--- config.mk ---
export PLATFORM = sky130hd
export DESIGN_NAME = uart_record_playback_flat
export DESIGN_NICKNAME = d
export VERILOG_FILES = /design/src/rtl/uart_record_playback_pkg.sv /design/src/rtl/uart_record_playback_if.sv /design/src/rtl/uart_record_playback_ram.sv /design/src/rtl/uart_record_playback.sv /design/src/flat_wrapper.sv
export SDC_FILE = /design/constraint.sdc
export NUM_CORES = 2
export LEC_CHECK = 0
export CORE_AREA = 4 4 399 479
export CTS_BUF_LIST = sky130_fd_sc_hd__clkbuf_4 sky130_fd_sc_hd__clkbuf_8
export CTS_CLUSTER_SIZE = 25
export DETAILED_ROUTE_END_ITERATION = 10
export DIE_AREA = 0 0 403 483
export GPL_ROUTABILITY_DRIVEN = 0
export HOLD_SLACK_MARGIN = 0.03
export PLACE_DENSITY = 0.64
export SETUP_SLACK_MARGIN = 0.5
export SLEW_MARGIN = 20
export SYNTH_ARGS = -nofsm -noshare
export SYNTH_HDL_FRONTEND = slang
export SYNTH_SLANG_ARGS = --single-unit
export TNS_END_PERCENT = 20
--- constraint.sdc ---
create_clock -name clock -period 3.75 [get_ports clock]
set_input_delay 0.375 -clock clock [delete_from_list [all_inputs] [get_ports clock]]
set_output_delay 0.375 -clock clock [all_outputs]
set_load 0.005 [all_outputs]
--- src/rtl/uart_record_playback_pkg.sv ---
// Shared types for the UART record/playback controller.
package uart_rp_pkg;

  typedef enum logic [1:0] {
    S_IDLE,
    S_RECORD,
    S_PLAY_RD,
    S_PLAY_TX
  } state_e;

endpackage

--- src/rtl/uart_record_playback_if.sv ---
// rx/tx valid-ready streams between the UART and the record/playback controller.
interface uart_rp_if #(
  parameter int DATA_W = 8
);
  logic [DATA_W-1:0] rx_data;
  logic              rx_valid;
  logic              rx_ready;
  logic [DATA_W-1:0] tx_data;
  logic              tx_valid;
  logic              tx_ready;

  // master = UART side, slave = controller side
  modport master (
    output rx_data, rx_valid, tx_ready,
    input  rx_ready, tx_data, tx_valid
  );

  modport slave (
    input  rx_data, rx_valid, tx_ready,
    output rx_ready, tx_data, tx_valid
  );
endinterface

--- src/rtl/uart_record_playback_ram.sv ---
// Simple dual-port buffer: one synchronous write port, one registered read port.
module byte_buffer_ram #(
  parameter  int DATA_W = 8,
  parameter  int DEPTH  = 256,
  localparam int ADDR_W = $clog2(DEPTH)
) (
  input  logic              clock,
  input  logic              wr_en_i,
  input  logic [ADDR_W-1:0] wr_addr_i,
  input  logic [DATA_W-1:0] wr_data_i,
  input  logic              rd_en_i,
  input  logic [ADDR_W-1:0] rd_addr_i,
  output logic [DATA_W-1:0] rd_data_o
);

  logic [DATA_W-1:0] mem_q [DEPTH];
  logic [DATA_W-1:0] rd_data_q;

  always_ff @(posedge clock) begin
    if (wr_en_i) begin
      mem_q[wr_addr_i] <= wr_data_i;
    end
  end

  // Read register only loads on request so the word holds through tx stalls
  always_ff @(posedge clock) begin
    if (rd_en_i) begin
      rd_data_q <= mem_q[rd_addr_i];
    end
  end

  assign rd_data_o = rd_data_q;

endmodule

--- src/rtl/uart_record_playback.sv ---
// Record/playback controller: records rx bytes, replays them on tx, or bypasses rx->tx when idle.
module uart_record_playback
  import uart_rp_pkg::*;
#(
  parameter  int DATA_W = 8,
  parameter  int DEPTH  = 256,
  localparam int ADDR_W = $clog2(DEPTH)
) (
  input  logic              clock,
  input  logic              reset,
  input  logic              rec_pulse,
  input  logic              play_pulse,
  input  logic              loop_en,
  uart_rp_if.slave          strm,
  output logic [ADDR_W:0]   count,
  output logic              overflow,
  output logic              busy,
  output logic              done
);

  localparam logic [ADDR_W:0] DEPTH_CNT = (ADDR_W + 1)'(DEPTH);

  state_e            state_q, state_d;
  logic [ADDR_W:0]   count_q, count_d;
  // One extra bit so playback of a completely full buffer still reaches count
  logic [ADDR_W:0]   rd_ptr_q, rd_ptr_d;
  logic [ADDR_W-1:0] wr_ptr_q, wr_ptr_d;
  logic              overflow_q, overflow_d;
  logic              done_q, done_d;
  logic              abort_q, abort_d;

  logic              mem_we;
  logic              mem_re;
  logic [DATA_W-1:0] rd_word;
  logic              rx_ready_o, tx_valid_o;
  logic [DATA_W-1:0] tx_data_o;
  logic              rx_fire, tx_fire, full;

  assign rx_fire = strm.rx_valid && rx_ready_o;
  assign tx_fire = tx_valid_o && strm.tx_ready;
  assign full    = (count_q == DEPTH_CNT);
  assign mem_re  = (state_q == S_PLAY_RD);

  byte_buffer_ram #(
    .DATA_W (DATA_W),
    .DEPTH  (DEPTH)
  ) u_ram (
    .clock     (clock),
    .wr_en_i   (mem_we),
    .wr_addr_i (wr_ptr_q),
    .wr_data_i (strm.rx_data),
    .rd_en_i   (mem_re),
    .rd_addr_i (rd_ptr_q[ADDR_W-1:0]),
    .rd_data_o (rd_word)
  );

  always_ff @(posedge clock) begin
    if (!reset) begin
      state_q    <= S_IDLE;
      count_q    <= '0;
      rd_ptr_q   <= '0;
      wr_ptr_q   <= '0;
      overflow_q <= 1'b0;
      done_q     <= 1'b0;
      abort_q    <= 1'b0;
    end else begin
      state_q    <= state_d;
      count_q    <= count_d;
      rd_ptr_q   <= rd_ptr_d;
      wr_ptr_q   <= wr_ptr_d;
      overflow_q <= overflow_d;
      done_q     <= done_d;
      abort_q    <= abort_d;
    end
  end

  always_comb begin
    state_d    = state_q;
    count_d    = count_q;
    rd_ptr_d   = rd_ptr_q;
    wr_ptr_d   = wr_ptr_q;
    overflow_d = overflow_q;
    done_d     = 1'b0;
    abort_d    = abort_q;
    mem_we     = 1'b0;
    case (state_q)
      S_IDLE: begin
        abort_d = 1'b0;
        if (rec_pulse && !play_pulse) begin
          state_d    = S_RECORD;
          count_d    = '0;
          wr_ptr_d   = '0;
          overflow_d = 1'b0;
        end else if (play_pulse && !rec_pulse) begin
          state_d  = S_PLAY_RD;
          rd_ptr_d = '0;
        end
      end
      S_RECORD: begin
        if (rx_fire) begin
          if (!full) begin
            mem_we   = 1'b1;
            wr_ptr_d = wr_ptr_q + 1'b1;
            count_d  = count_q + 1'b1;
          end else begin
            overflow_d = 1'b1;
          end
        end
        if (rec_pulse) begin
          state_d = S_IDLE;
        end else if (play_pulse) begin
          state_d  = S_PLAY_RD;
          rd_ptr_d = '0;
          abort_d  = 1'b0;
        end
      end
      S_PLAY_RD: begin
        if (play_pulse) begin
          abort_d = 1'b1;
        end
        if (rd_ptr_q == count_q) begin
          state_d = S_IDLE;
          done_d  = 1'b1;
        end else begin
          state_d = S_PLAY_TX;
        end
      end
      S_PLAY_TX: begin
        if (play_pulse) begin
          abort_d = 1'b1;
        end
        if (tx_fire) begin
          rd_ptr_d = rd_ptr_q + 1'b1;
          if (abort_q || play_pulse) begin
            state_d = S_IDLE;
            done_d  = 1'b1;
          end else begin
            state_d = S_PLAY_RD;
          end
        end
      end
      default: state_d = S_IDLE;
    endcase
  end

  always_comb begin
    rx_ready_o = 1'b0;
    tx_valid_o = 1'b0;
    tx_data_o  = rd_word;
    case (state_q)
      S_IDLE: begin
        if (loop_en) begin
          tx_data_o  = strm.rx_data;
          tx_valid_o = strm.rx_valid;
          rx_ready_o = strm.tx_ready;
        end
      end
      S_RECORD:  rx_ready_o = 1'b1;
      S_PLAY_TX: tx_valid_o = 1'b1;
      default: ;
    endcase
  end

  assign strm.rx_ready = rx_ready_o;
  assign strm.tx_valid = tx_valid_o;
  assign strm.tx_data  = tx_data_o;
  assign count         = count_q;
  assign overflow      = overflow_q;
  assign busy          = (state_q != S_IDLE);
  assign done          = done_q;

endmodule

--- src/flat_wrapper.sv ---
// flat-port wrapper written by rule: the top's interface ports become plain ports
module uart_record_playback_flat import uart_rp_pkg::*;
#(
  parameter  int DATA_W = 8,
  parameter  int DEPTH  = 256,
  localparam int ADDR_W = $clog2(DEPTH)
)
  (clock, reset, rec_pulse, play_pulse, loop_en, count, overflow, busy, done, strm_rx_data, strm_rx_valid, strm_tx_ready, strm_rx_ready, strm_tx_data, strm_tx_valid);
  uart_rp_if #(.DATA_W(DATA_W)) strm_i ();
  input  logic clock;
  input  logic reset;
  input  logic rec_pulse;
  input  logic play_pulse;
  input  logic loop_en;
  output logic [ADDR_W:0] count;
  output logic overflow;
  output logic busy;
  output logic done;
  input wire logic [$bits(strm_i.rx_data)-1:0] strm_rx_data;
  input wire logic [$bits(strm_i.rx_valid)-1:0] strm_rx_valid;
  input wire logic [$bits(strm_i.tx_ready)-1:0] strm_tx_ready;
  output wire logic [$bits(strm_i.rx_ready)-1:0] strm_rx_ready;
  output wire logic [$bits(strm_i.tx_data)-1:0] strm_tx_data;
  output wire logic [$bits(strm_i.tx_valid)-1:0] strm_tx_valid;
  assign strm_i.rx_data = strm_rx_data;
  assign strm_i.rx_valid = strm_rx_valid;
  assign strm_i.tx_ready = strm_tx_ready;
  assign strm_rx_ready = strm_i.rx_ready;
  assign strm_tx_data = strm_i.tx_data;
  assign strm_tx_valid = strm_i.tx_valid;
  uart_record_playback #(.DATA_W(DATA_W), .DEPTH(DEPTH)) u_core (.clock(clock), .reset(reset), .rec_pulse(rec_pulse), .play_pulse(play_pulse), .loop_en(loop_en), .strm(strm_i), .count(count), .overflow(overflow), .busy(busy), .done(done));
endmodule
==> metrics.md <==
| Metric | Value |
|---|---|
| Status | finished clean |
| Leading cell type in the layout, fill and taps excluded | sky130_fd_sc_hd__edfxtp_1 |
| Clock tree from TritonCTS | built |
| CTS Root Cell | sky130_fd_sc_hd__clkbuf_8 |
| Layout area overhead | 15.80% |
| Iter 0 DRT Violations | around 4900 |
| Per-instance average area after synthesis | 21.17 sq um |
| Vertical extent of the die | 483 um |
| First-pass GRT wire length | around 310000 um |
| Die outline area | 194600 sq um |
| Fill count | approximately 15000 |
| Arithmetic-cell share of the synthesized area counting full adders, half adders and majority gates | 0.001993 |
| Clock-pin slew on the worst setup and hold paths | 0.07 ns |
| Insertion delay of the later-clocked pin in the worst-skew pair | 1.04 ns |
| DRT antenna net count | 0 |
| Max-slew violations | 0 |
| Number of buffer cells added on primary ports | 36 |
| Worst min-delay path category | in2reg |
| Global-route congestion overflow total | 0 |
| Maximum fanout along the worst path | just under 90 |
| Pin count of the biggest net entering global routing | 176 |
| Placed Cells | around 6600 |
| Share of post-route cells with drive strength above 1 | 0.3297 |
| Number of synthesis warnings | 0 |
| Nature of the critical path endpoint | register |
| Transition time at the pin with the least slew margin | 1.201 ns |
| Main combinational cell family by area after synthesis | multiplexers |
| Synthesized netlist net count | 3882 |
| Simple-gate share of the synthesized area | 0.02617 |
| Register area share after synthesis | 0.7641 |
| Max-capacitance violation count | 0 |
| Placed cell area | 87830 sq um |
| Number of nets in the layout | 4511 |
| Portion of netlist area occupied by mux cells | 0.1623 |
| Mean number of vias per cell | 5.921 |
| Power density over the cells | between 500 and 600 nW/um^2 |
| Number of cells produced by synthesis | 3854 |
| Area share of xor/xnor cells in the synthesized design | 0.003005 |
| EDFF count, synth | 2056 |
| Antenna violations before repair | 4 |
| Setup repair after global routing missed its margin | true |
| Maximum vdd drop | about 0.00046 V |
| Core area | 186800 sq um |
| Min Tclk post-route | between 3 and 4 ns |
| Max-Slew Margin vs Limit | 0.1984 |
| CP Data Required Time | 4.63 ns |
| Count of H-tree levels built during CTS | 5 |
| Endpoints failing setup | 0 |
| Highest clock rate | ~300 MHz |
| Leakage Power | between 20 and 30 nW |
| Number of different library cells in the post-synthesis netlist | 75 |
| Per-cell routed wire length | approximately 30 um |
| Die W | 403 um |
| Kind of launch point of the worst setup path | register |
| Final design instance area without fill | ~95000 sq um |
| Clock Path Buffers | 4 |
| First-pass iteration count of the detailed router | 6 |
| Power after layout | 52.69 mW |
| TritonCTS Buffers | 326 |
| Routed via count | 42530 |
| Number of register bits inferred by synthesis | around 2100 |
| Initial Util | 0.4369 |
| Critical Path AT | 4.21 ns |
| Commonest register cell after synthesis | sky130_fd_sc_hd__edfxtp_1 |
| Final hold viol count | 0 |
| Final Non-Filler Cells | 7182 |
| Detail Placement HPWL | 135400 um |
| FP Rows | 174 |
| Async set-or-reset flop fraction in the synthesized netlist | 0 |
| Global router's overall resource usage | 0.2216 |
| Number of global-route vias before repair | ~43000 |
| Cell area after synthesis | between 80000 and 90000 sq um |
| Post-Route WL | 216900 um |
| Residual DRC | 0 |
| Complex-gate fraction of the synthesized area | 0.02528 |
| I/O pin cnt | 37 |
| Share of the clock period used by the worst path after layout | 0.8903 |
| Clock sink total | 2087 |
| Fin Clk Skew | 0.1035 ns |
| Category of the most critical setup path | reg2reg |
| Setup total negative slack | 0 ns |
| Most frequent cells in the layout | 2056 x sky130_fd_sc_hd__edfxtp_1, 512 x sky130_fd_sc_hd__mux4_2, 414 x sky130_fd_sc_hd__buf_4, 341 x sky130_fd_sc_hd__clkbuf_8, 296 x sky130_fd_sc_hd__nor2_1 |
==> routing by layer <==
| layer | track usage | vias up | wire length, um |
|---|---|---|---|
| met5 | 0 | - | 0 |
| met3 | 0.04198 | 437 | 18440 |
| met1 | 0.2975 | 22570 | 83270 |
| li1 | - | 17310 | - |
| met4 | 0.09881 | 0 | 9501 |
| met2 | 0.3555 | 2217 | 105700 |
==> stage by stage <==
stage | worst slack (ns) | util | hold slack [ns]
after floorplan | 1.110 | - | 0.4650
after global placement | -0.07479 | 0.4702 | 0.4572
after detailed placement | -0.09482 | 0.4702 | 0.4773
after CTS | 0.3331 | 0.5054 | 0.03643
after global routing | 0.3853 | 0.5059 | 0.05537
final | 0.4114 | 0.5059 | 0.05751
==> cell usage after synthesis (3+ instances only) <==
master	instances	area (sq um)
sky130_fd_sc_hd__edfxtp_1	2056	61740
sky130_fd_sc_hd__mux4_2	512	11530
sky130_fd_sc_hd__nor2_1	314	1179
sky130_fd_sc_hd__mux2i_1	161	1612
sky130_fd_sc_hd__nand2_1	107	401.6
sky130_fd_sc_hd__clkbuf_1	89	334.1
sky130_fd_sc_hd__a21oi_1	71	355.3
sky130_fd_sc_hd__buf_2	55	275.3
sky130_fd_sc_hd__o21ai_0	51	255.2
sky130_fd_sc_hd__a221oi_1	39	341.6
sky130_fd_sc_hd__buf_6	32	360.4
sky130_fd_sc_hd__dfxtp_1	31	620.6
sky130_fd_sc_hd__a22oi_1	24	180.2
sky130_fd_sc_hd__o221ai_1	23	201.4
sky130_fd_sc_hd__buf_4	19	142.6
sky130_fd_sc_hd__xnor2_1	16	140.1
sky130_fd_sc_hd__inv_1	15	56.30
sky130_fd_sc_hd__nand3_1	15	75.07
sky130_fd_sc_hd__nor2b_1	15	93.84
sky130_fd_sc_hd__ha_1	13	162.7
sky130_fd_sc_hd__nor3_1	13	65.06
sky130_fd_sc_hd__o22ai_1	13	81.33
sky130_fd_sc_hd__xor2_1	12	105.1
sky130_fd_sc_hd__a211oi_1	11	82.58
sky130_fd_sc_hd__o211ai_1	11	82.58
sky130_fd_sc_hd__buf_1	9	33.78
sky130_fd_sc_hd__mux2_2	9	101.4
sky130_fd_sc_hd__a31oi_1	8	50.05
sky130_fd_sc_hd__buf_8	8	120.1
sky130_fd_sc_hd__and3_1	6	37.54
sky130_fd_sc_hd__a2111oi_0	5	43.79
sky130_fd_sc_hd__a21o_1	5	37.54
sky130_fd_sc_hd__a22o_1	5	43.79
sky130_fd_sc_hd__and2_1	5	31.28
sky130_fd_sc_hd__nand4_1	5	31.28
sky130_fd_sc_hd__or3_1	5	31.28
sky130_fd_sc_hd__nor4_1	4	25.02
sky130_fd_sc_hd__a221o_1	3	30.03
sky130_fd_sc_hd__buf_12	3	60.06
sky130_fd_sc_hd__clkinv_1	3	11.26
sky130_fd_sc_hd__nand2b_1	3	18.77
sky130_fd_sc_hd__nor3b_1	3	22.52
sky130_fd_sc_hd__nor4b_1	3	26.28
==> registers in the layout, indices dropped and copies added, names as in the netlist <==
name	count
u_core.abort_q	1
u_core.done	1
u_core.wr_ptr_q	8
u_core.rd_ptr_q	9
u_core.u_ram.rd_data_o	8
u_core.count	9
u_core.u_ram.mem_q	2048
u_core.state_q	2
u_core.overflow	1
==> repair_timing <==
| action | in CTS | in global routing |
|---|---|---|
| gates cloned | 3 | 1 |
| setup endpoints to repair | 144 | 783 |
| setup buffers | 8 | 0 |
| hold buffers | 8 | 0 |
| gates resized for setup | 39 | 16 |
| pin swaps | 2 | 1 |
| endpoints found under the hold margin | 252 | 0 |
==> final timing paths <==
check,startpoint,endpoint,slack (ns),cells past startpoint
setup reg to reg,u_core.rd_ptr_q[3],u_core.u_ram.rd_data_o[7],0.41,8
hold reg to reg,u_core.overflow,u_core.overflow,0.49,2
setup / recovery,u_core.rd_ptr_q[3],u_core.u_ram.rd_data_o[7],0.41,8
hold / removal,strm_rx_data[0],u_core.u_ram.mem_q[162][0],0.06,1
==> layout make-up <==
cell class              instances  area [sq um]  share of cell area
clock buffers                 439          5379             0.05692
diodes                          4         10.01           0.0001059
multi-input cells            1533         18060              0.1912
repair buffers                516          4765             0.05042
flip-flops and latches       2087         62380              0.6601
well taps                    2464          3083             0.03262
clock inverters               120         745.7            0.007891
inverters                      19         78.83           0.0008341
==> where the power goes <==
| group | internal, mW | switching, mW | leakage (nW) |
|---|---|---|---|
| combinational | 4.34 | 4.27 | 7.68 |
| sequential | 25.7 | 0.0574 | 18.7 |
| clock | 9.83 | 8.51 | 3.24 |
==> kinds of logic after synthesis <==
group / after synthesis
flops: 2087
mux: 682
simple gates: 510
compound gates: 300
buf+inv: 234
xor+xnor: 28
fa+ha+maj: 13
==> worst max-delay path, cell delays in order, from the launching register on <==
cell,delay [ns]
sky130_fd_sc_hd__dfxtp_4,0.42
sky130_fd_sc_hd__buf_12,0.50
sky130_fd_sc_hd__nand3_2,0.62
sky130_fd_sc_hd__o221ai_1,0.52
sky130_fd_sc_hd__a21oi_1,0.18
sky130_fd_sc_hd__a21oi_1,0.16
sky130_fd_sc_hd__o21ai_0,0.13
sky130_fd_sc_hd__o211ai_1,0.36
sky130_fd_sc_hd__a32o_1,0.20
Note: power is estimated with default switching activity, not from simulation.
